<file path="config.mk">
export PLATFORM = sky130hd
export DESIGN_NAME = ramp_sequencer
export DESIGN_NICKNAME = d
export VERILOG_FILES = /design/src/rtl/ramp_pkg.sv /design/src/rtl/ramp_sequencer_tick_divider.sv /design/src/rtl/ramp_sequencer.sv
export SDC_FILE = /design/constraint.sdc
export NUM_CORES = 1
export LEC_CHECK = 0
export BUFFER_PORTS_ARGS = -buffer_cell sky130_fd_sc_hd__buf_2
export CELL_PAD_IN_SITES_DETAIL_PLACEMENT = 2
export CELL_PAD_IN_SITES_GLOBAL_PLACEMENT = 2
export CORE_MARGIN = 5
export CORE_UTILIZATION = 35
export CTS_CLUSTER_DIAMETER = 80
export DETAILED_ROUTE_END_ITERATION = 8
export GPL_TIMING_DRIVEN = 0
export PLACE_DENSITY_LB_ADDON = 0.1
export REMOVE_ABC_BUFFERS = 1
export SLEW_MARGIN = 5
export SYNTH_ARGS = -nofsm -noshare
export SYNTH_HDL_FRONTEND = slang
export SYNTH_HIERARCHICAL = 1
export SYNTH_SLANG_ARGS = --single-unit
</file>
<file path="constraint.sdc">
create_clock -name clk -period 3.8 [get_ports clk]
set_clock_uncertainty 0.2 [all_clocks]
set_input_delay 0.38 -clock clk [delete_from_list [all_inputs] [get_ports clk]]
set_output_delay 0.38 -clock clk [all_outputs]
set_load 0.01 [all_outputs]
</file>
<file path="src/rtl/ramp_pkg.sv">
// Shared types and defaults for the LED ramp sequencer: FSM states, rate codes
// and the default tick-divider periods for a 50 MHz clock.
package ramp_pkg;

  localparam int unsigned WIDTH_DEF       = 8;
  localparam int unsigned DIV0_DEF        = 20_000_000;
  localparam int unsigned DIV1_DEF        = 10_000_000;
  localparam int unsigned DIV2_DEF        = 5_000_000;
  localparam int unsigned DIV3_DEF        = 2_500_000;
  localparam int unsigned DWELL_TICKS_DEF = 4;

  localparam logic [1:0] RATE_0 = 2'd0;
  localparam logic [1:0] RATE_1 = 2'd1;
  localparam logic [1:0] RATE_2 = 2'd2;
  localparam logic [1:0] RATE_3 = 2'd3;

  typedef enum logic [2:0] {
    ST_IDLE,
    ST_RAMP_UP,
    ST_DWELL_TOP,
    ST_RAMP_DOWN,
    ST_DWELL_BOT
  } state_t;

  function automatic int unsigned max4(input int unsigned a, input int unsigned b,
                                       input int unsigned c, input int unsigned d);
    int unsigned m;
    m = a;
    if (b > m) m = b;
    if (c > m) m = c;
    if (d > m) m = d;
    return m;
  endfunction

endpackage

</file>
<file path="src/rtl/ramp_sequencer_tick_divider.sv">
// Selectable-rate tick generator: counts 0..DIV[rate]-1 and asserts a one-cycle
// tick on the terminal count. A rate change or an explicit clear restarts it.
module tick_divider
  import ramp_pkg::*;
#(
  parameter int unsigned DIV0 = DIV0_DEF,
  parameter int unsigned DIV1 = DIV1_DEF,
  parameter int unsigned DIV2 = DIV2_DEF,
  parameter int unsigned DIV3 = DIV3_DEF
) (
  input  logic       clk,
  input  logic       rst,
  input  logic [1:0] i_rate,
  input  logic       i_clear,
  output logic       o_tick
);

  localparam int unsigned DIV_MAX = max4(DIV0, DIV1, DIV2, DIV3);
  localparam int unsigned CW      = (DIV_MAX > 2) ? $clog2(DIV_MAX) : 1;

  logic [CW-1:0] r_cnt;
  logic [1:0]    r_rate;
  logic [CW-1:0] w_term;
  logic          w_rate_chg;
  logic          w_at_term;

  always_comb begin
    w_term = '0;
    unique case (i_rate)
      RATE_0:  w_term = CW'(DIV0 - 1);
      RATE_1:  w_term = CW'(DIV1 - 1);
      RATE_2:  w_term = CW'(DIV2 - 1);
      default: w_term = CW'(DIV3 - 1);
    endcase
  end

  // A new rate takes effect immediately: the stale count is discarded and no
  // tick is issued in the switching cycle.
  assign w_rate_chg = (i_rate != r_rate);
  assign w_at_term  = (r_cnt == w_term);
  assign o_tick     = w_at_term && !w_rate_chg;

  always_ff @(posedge clk) begin
    if (rst) begin
      r_cnt  <= '0;
      r_rate <= i_rate;
    end else begin
      r_rate <= i_rate;
      if (i_clear || w_rate_chg || w_at_term) begin
        r_cnt <= '0;
      end else begin
        r_cnt <= r_cnt + 1'b1;
      end
    end
  end

endmodule

</file>
<file path="src/rtl/ramp_sequencer.sv">
// Triangle-pattern controller for the LED up/down counter: clear, ramp up to a
// latched limit, dwell, ramp down to zero, dwell, then loop or finish.
module ramp_sequencer
  import ramp_pkg::*;
#(
  parameter int unsigned WIDTH       = WIDTH_DEF,
  parameter int unsigned DIV0        = DIV0_DEF,
  parameter int unsigned DIV1        = DIV1_DEF,
  parameter int unsigned DIV2        = DIV2_DEF,
  parameter int unsigned DIV3        = DIV3_DEF,
  parameter int unsigned DWELL_TICKS = DWELL_TICKS_DEF
) (
  input  logic             clk,
  input  logic             rst,
  input  logic             start,
  input  logic             stop,
  input  logic             loop,
  input  logic [1:0]       rate,
  input  logic [WIDTH-1:0] limit,
  input  logic [WIDTH-1:0] count,
  output logic             inc,
  output logic             dec,
  output logic             clr,
  output logic             busy,
  output logic             done
);

  localparam int unsigned DW = (DWELL_TICKS > 1) ? $clog2(DWELL_TICKS) : 1;

  state_t           r_state;
  logic [WIDTH-1:0] r_limit;
  logic [DW-1:0]    r_dwell;
  logic             r_inc;
  logic             r_dec;
  logic             r_clr;
  logic             r_busy;
  logic             r_done;

  logic             w_tick;
  logic             w_launch;
  logic             w_dwell_last;

  assign w_launch     = (r_state == ST_IDLE) && start && !stop;
  assign w_dwell_last = (r_dwell == DW'(DWELL_TICKS - 1));

  tick_divider #(
    .DIV0 (DIV0),
    .DIV1 (DIV1),
    .DIV2 (DIV2),
    .DIV3 (DIV3)
  ) u_tick_divider (
    .clk     (clk),
    .rst     (rst),
    .i_rate  (rate),
    .i_clear (w_launch),
    .o_tick  (w_tick)
  );

  // Strobes default low each cycle; stop overrides any tick-driven action so
  // the counter is left exactly where it was.
  always_ff @(posedge clk) begin
    if (rst) begin
      r_state <= ST_IDLE;
      r_limit <= '0;
      r_dwell <= '0;
      r_inc   <= 1'b0;
      r_dec   <= 1'b0;
      r_clr   <= 1'b0;
      r_busy  <= 1'b0;
      r_done  <= 1'b0;
    end else begin
      r_inc  <= 1'b0;
      r_dec  <= 1'b0;
      r_clr  <= 1'b0;
      r_done <= 1'b0;
      if (stop) begin
        r_state <= ST_IDLE;
        r_busy  <= 1'b0;
      end else begin
        unique case (r_state)
          ST_IDLE: begin
            if (start) begin
              r_limit <= limit;
              r_clr   <= 1'b1;
              r_busy  <= 1'b1;
              r_state <= ST_RAMP_UP;
            end
          end
          ST_RAMP_UP: begin
            if (w_tick) begin
              if (count >= r_limit) begin
                r_state <= ST_DWELL_TOP;
                r_dwell <= '0;
              end else begin
                r_inc <= 1'b1;
              end
            end
          end
          ST_DWELL_TOP: begin
            if (w_tick) begin
              if (w_dwell_last) begin
                r_state <= ST_RAMP_DOWN;
                r_dwell <= '0;
              end else begin
                r_dwell <= r_dwell + 1'b1;
              end
            end
          end
          ST_RAMP_DOWN: begin
            if (w_tick) begin
              if (count == '0) begin
                r_state <= ST_DWELL_BOT;
                r_dwell <= '0;
              end else begin
                r_dec <= 1'b1;
              end
            end
          end
          ST_DWELL_BOT: begin
            if (w_tick) begin
              if (w_dwell_last) begin
                r_dwell <= '0;
                if (loop) begin
                  r_state <= ST_RAMP_UP;
                end else begin
                  r_state <= ST_IDLE;
                  r_busy  <= 1'b0;
                  r_done  <= 1'b1;
                end
              end else begin
                r_dwell <= r_dwell + 1'b1;
              end
            end
          end
          default: begin
            r_state <= ST_IDLE;
            r_busy  <= 1'b0;
          end
        endcase
      end
    end
  end

  assign inc  = r_inc;
  assign dec  = r_dec;
  assign clr  = r_clr;
  assign busy = r_busy;
  assign done = r_done;

endmodule
</file>
# [Word-level counts from Yosys, hierarchy flattened]
# Cells that the tools add are included.
[word_totals] register_bits=45 in_bits=23 output_inout_bits=5 wordCells=92
[op_classes] add_sub_neg=2 order_cmp=1 n_eq_ne=20 muxes=28 n_bitwise=8 n_reduce_logical=23
[op_table] op="$pmux 25 s3" count=1
[op_table] op="$mux 3" count=9
[op_table] op="$add 25x1->25 const B" count=1
[op_table] op="$eq 25x25->1" count=1
[op_table] op="$pmux 3 s5" count=1
[op_table] op="$mux 2" count=6
[op_table] op="$ne 2x2->1 const B" count=6
[op_table] op="$ne 2x1->1 const B" count=5
[op_table] op="$mux 1" count=9
[op_table] op="$reduce_and 9->1" count=1
[op_table] op="$ge 8x8->1" count=1
[op_table] op="$logic_not 8->1" count=1
[op_table] op="$not 1->1" count=8
[op_table] op="$reduce_or 4->1" count=2
[op_table] op="$reduce_and 7->1" count=1
[op_table] op="$eq 3x2->1 const B" count=2
[op_table] op="$pmux 2 s3" count=1
[op_table] op="$reduce_or 2->1" count=3
[op_table] op="$reduce_or 3->1" count=2
[op_table] op="$reduce_and 5->1" count=1
[op_table] op="$reduce_or 5->1" count=1
[op_table] op="$eq 2x2->1 const B" count=2
[op_table] op="$eq 3x1->1 const B" count=1
[op_table] op="$eq 3x3->1 const B" count=1
[op_table] op="other kinds (11)" count=15

# [Longest topological paths before layout]
[depth] word_depth=6 ltp_mapped=12 depth_no_buf=12

# [Hierarchy]
# Netlist, hierarchy kept.
[by_module_without_submodules] module="tick_divider" instances=1 cells_each=168 area_each_um2=1480.2 seq_area_each_um2=540.5
[by_module_without_submodules] module="ramp_sequencer" instances=1 cells_each=114 area_each_um2=1018.5 seq_area_each_um2=360.3

# [Worst setup path after synthesis]
# OpenSTA, ideal clock, no wires.
[synth_path] path_type="input to register" from="input rate[0]" to="register r_state[1]" setup_time_ns=0.117 t_arrival_ns=2.567 required_ns=3.483 slack_ns=0.916 path_stages=12 path_buffers=0 cell_sequence="inv_1 ha_1 nor3b_1 a21oi_1 a2111oi_2 nand4_1 nor2_1 nor2_1 or3_4 a21oi_2 o211ai_1 a32o_1"
[synth_between] elab_chain_len=6 elab_cells_between_ends=13 cone_classes="8 x eq/ne; 1 x mux; 4 x reduce/logical"
[synth_lines] item="start, declared" line="ramp_sequencer.sv:18" rtl="input logic [1:0] rate,"
[synth_lines] item="$eq 2x2->1 (tied with other cells)" line="ramp_sequencer_tick_divider.sv:29" rtl="unique case (i_rate)"
[synth_lines] item="$pmux 25 s3" line="ramp_sequencer_tick_divider.sv:29"
[synth_lines] item="$eq 25x25->1" line="ramp_sequencer_tick_divider.sv:40" rtl="assign w_at_term = (r_cnt == w_term);"
[synth_lines] item="$logic_and 1x1->1 (*)" line="ramp_sequencer_tick_divider.sv:41" rtl="assign o_tick = w_at_term && !w_rate_chg;"
[synth_lines] item="named net w_tick" line="ramp_sequencer.sv:39" rtl="logic w_tick;"
[synth_lines] item="$ne 2x1->1 (no line)"
[synth_lines] item="$reduce_and 9->1 (no line) (*)"
[synth_lines] item="end signal, assigned" line="ramp_sequencer.sv:63" rtl="r_state <= ST_IDLE;"
[synth_lines] item="end signal, assigned" line="ramp_sequencer.sv:77" rtl="r_state <= ST_IDLE;"
[synth_lines] item="end signal, assigned" line="ramp_sequencer.sv:86" rtl="r_state <= ST_RAMP_UP;"
[synth_lines] item="end, declared" line="ramp_sequencer.sv:30" rtl="state_t r_state;"
# The timed path passes the listed nets; every way through them passes the cells marked *.
# A chain may end at the register's enable or synchronous reset.

# [Worst setup path in the final report]
# Ends and elaborated chain as after synthesis.

==> qor.txt <==
H-Tree Depth: 2
Post-layout min period: 3.21 ns
Critical path arrival: 3.20 ns
Initial antenna violation count: 0
CTS tree: yes
Period utilization: 0.845
1st-iter DRT viols: 35
Routability Congestion: 0.694
R2R Path Start: r_state[2]$_SDFFE_PP0P_
Final ANT Viol Nets: 0
Ports: 28
Slowest stage delay, CP: 0.42 ns
Synth Area in XOR/XNOR: 0.105
Setup crit end: r_state[1]$_SDFFE_PP0P_
Via count: 2,069
Clock buffer depth: 2
Slew @ Worst Pin: 0.979 ns
Port Buf Inserts: 27
Syn Std Cell Area: 2500 um2
Complex-gate fraction of the synthesized area: 0.0701
Mux cell area share after synthesis: 0.0491
CP Capture Type: flip-flop
Largest family of logic cells by synthesized area: simple AND/OR/NAND/NOR gates
Gate Count Post-Synth: 282
RSZ-0062 raised after global routing: false
Commonest non-fill, non-tap cell in the layout: dfxtp_1
Global-route wire length before repair: 10,700 um
Post-Synth Simple-Gate Area: 0.290
Most frequent cells in the layout: dfxtp_1, nor2_1, buf_2
GRT overflow: 0
Setup WS pre-CTS: 0.235 ns
Row Count: 30
Hold Violations, Final: 0
Slowest CP cell: a2111oi_2
Clk root buf: clkbuf_8
Post-Synth Adder-Cell Area: 0.0801
Max Cap Violations: 0
Drt pass-1 iters: 4
CP required: 3.79 ns
Post-synth ARST share: 0
Worst reg2reg setup slack: 0.68 ns
Hold Path Cell Cnt: 2
Starting Density: 0.364
Chip width: 94.5 um
Fillers: 797
DR WL/cell: 15.5 um
Final WS setup: 0.590 ns
CP Cell Sequence: buf_2, inv_1, ha_1, nor3b_1, a21oi_1, a2111oi_2, nand4_1, nor2_1, nor2_1, or3_4, a21oi_2, o211ai_1, a32o_1
Slew headroom: 0.347
Detailed placement HPWL: 4850 um
Routed vias/inst: 5.10
Crit Path Max Fanout: 7
Die area: 8930 um2
Worst hold path type: input port to flip-flop
Register area share after synthesis: 0.361
Synth warnings: 6
Synthesis-stage register bit count: 45
Final instance area: 2810 um2
P_leak: 0.00105 uW
Largest net degree at the start of global routing: 24
Main synth FF type: dfxtp_1
CTS Sinks: 45
Nets: 348
Syn-to-layout area delta: 12.4%
Area of placed instances: 2710 um2
Status: finished clean
CP Launch Type: input port
Kind of critical path: input port to flip-flop
Post-CTS Setup Bufs: 0
Final setup fails: 0
Mapped Avg Cell Area: 8.86 um2
Post-synth EDFFs: 0
Crit path from: rate[0]
Synth unique cells: 51
Antenna Cells: 0
Setup Total Neg Slack: 0 ns
Core area: 6870 um2
CTS clk-pin slew, worst paths: 0.08 ns
Final WL: 6310 um
Share of layout cells above drive strength 1: 0.190
Die H: 94.5 um
Clk_lat worst skew: 0.30 ns
Pwr Total: 901 uW
Worst R2R End: u_tick_divider/r_cnt[11]$_SDFF_PP0_
Fmax: 0.311 GHz
GRT Total Usage: 0.154
VDD IR max: 0.168 mV
Slew Viols, Final: 0
Num CTS Buffers: 5
# DRC: 0
PwrDens: 321 nW/um2
Most used cell, CP: nor2_1
R2R depth: 5
Vias in the first global route: 2,183
-- layout make-up --
| cell class | instances | area [um2] | share of cell area |
|---|---|---|---|
| sequential | 45 | 901 | 0.321 |
| tap | 96 | 120 | 0.0428 |
| clock inverter | 1 | 5.00 | 0.00178 |
| multi-input combinational | 213 | 1490 | 0.530 |
| timing repair buffer | 27 | 135 | 0.0481 |
| inverter | 17 | 63.8 | 0.0227 |
| clock buffer | 7 | 96.3 | 0.0343 |
-- per-stage QoR --
stage / hold slack [ns] / instances / util
after floorplan: 0.208 / 275 / -
after global placement: 0.248 / 398 / 0.394
after detailed placement: 0.264 / 398 / 0.394
after CTS: 0.0735 / 406 / 0.409
after global routing: 0.0710 / 406 / 0.409
final: 0.0849 / 406 / 0.409
-- cells by family (layout without fill, tap and decap cells) --
| logic type | after synthesis | in the layout |
|---|---|---|
| compound gates | 23 | 23 |
| mux | 12 | 12 |
| xor+xnor | 30 | 30 |
| flops | 45 | 45 |
| buf+inv | 24 | 52 |
| simple gates | 132 | 132 |
| fa+ha+maj | 16 | 16 |
-- Yosys cell counts (2+ instances only) --
library cell,n,area share
a21oi_1,5,0.010
a31oi_1,2,0.0050
and3_1,7,0.018
buf_4,6,0.018
dfxtp_1,45,0.36
ha_1,16,0.080
inv_1,17,0.026
mux2_2,2,0.0090
mux2i_1,10,0.040
nand2_1,18,0.027
nand2b_1,2,0.0050
nand3_1,12,0.024
nand4_1,5,0.013
nor2_1,39,0.059
nor2_2,5,0.013
nor2b_1,4,0.010
nor3_1,9,0.018
nor3_2,5,0.020
nor3b_1,2,0.0060
nor4_1,3,0.0075
nor4b_1,3,0.011
o21ai_0,2,0.0040
o21ai_1,2,0.0040
or3_1,5,0.013
or4_1,2,0.0060
xnor2_1,18,0.063
xor2_1,12,0.042
-- worst max-delay path, delay by kind of cell --
family | cells | cell delay [ns]
AOI/OAI and AO/OA | 5 | 1.08
adders and majority gates | 1 | 0.36
buffers and inverters | 2 | 0.29
and+or+nand+nor | 5 | 1.10
-- report_power, final --
group          total, uW  internal [uW]  leakage, uW  switching (uW)
combinational       88.9           38.6     0.000636            50.3
clock                327            165    0.0000542             163
sequential           485            479     0.000365            5.71
total                901            682      0.00105             219
-- layer usage --
layer | vias to the layer above | global-route usage | part of all wire
met5 | - | 0 | 0
met4 | 0 | 0.0433 | 0.0095
met3 | 4 | 0.0295 | 0.025
met2 | 24 | 0.251 | 0.47
met1 | 1014 | 0.206 | 0.50
li1 | 1027 | - | -
-- flip-flops by register name (all words and copies together) (netlist names) --
name,cells
u_tick_divider/r_cnt,25
r_limit,8
r_state,3
r_dwell,2
u_tick_divider/r_rate,2
busy,1
clr,1
dec,1
done,1
inc,1
-- repair_timing --
item,in CTS,in global routing
hold buffers,0,0
endpoints found under the setup margin,0,1
endpoints found under the hold margin,0,0
resized for setup,0,1
-- how the worst min path moves through the flow --
stage,start,to,slack (ns)
floorplan,rate[0],u_tick_divider/r_rate[0]$_DFF_P_,0.21
global placement,u_tick_divider/r_cnt[0]$_SDFF_PP0_,u_tick_divider/r_cnt[0]$_SDFF_PP0_,0.25
detailed placement,u_tick_divider/r_cnt[0]$_SDFF_PP0_,u_tick_divider/r_cnt[0]$_SDFF_PP0_,0.26
CTS,loop,done$_SDFF_PP0_,0.07
global route,rate[1],u_tick_divider/r_rate[1]$_DFF_P_,0.07
finish,loop,done$_SDFF_PP0_,0.08
Note: power is estimated with default switching activity, not from simulation.
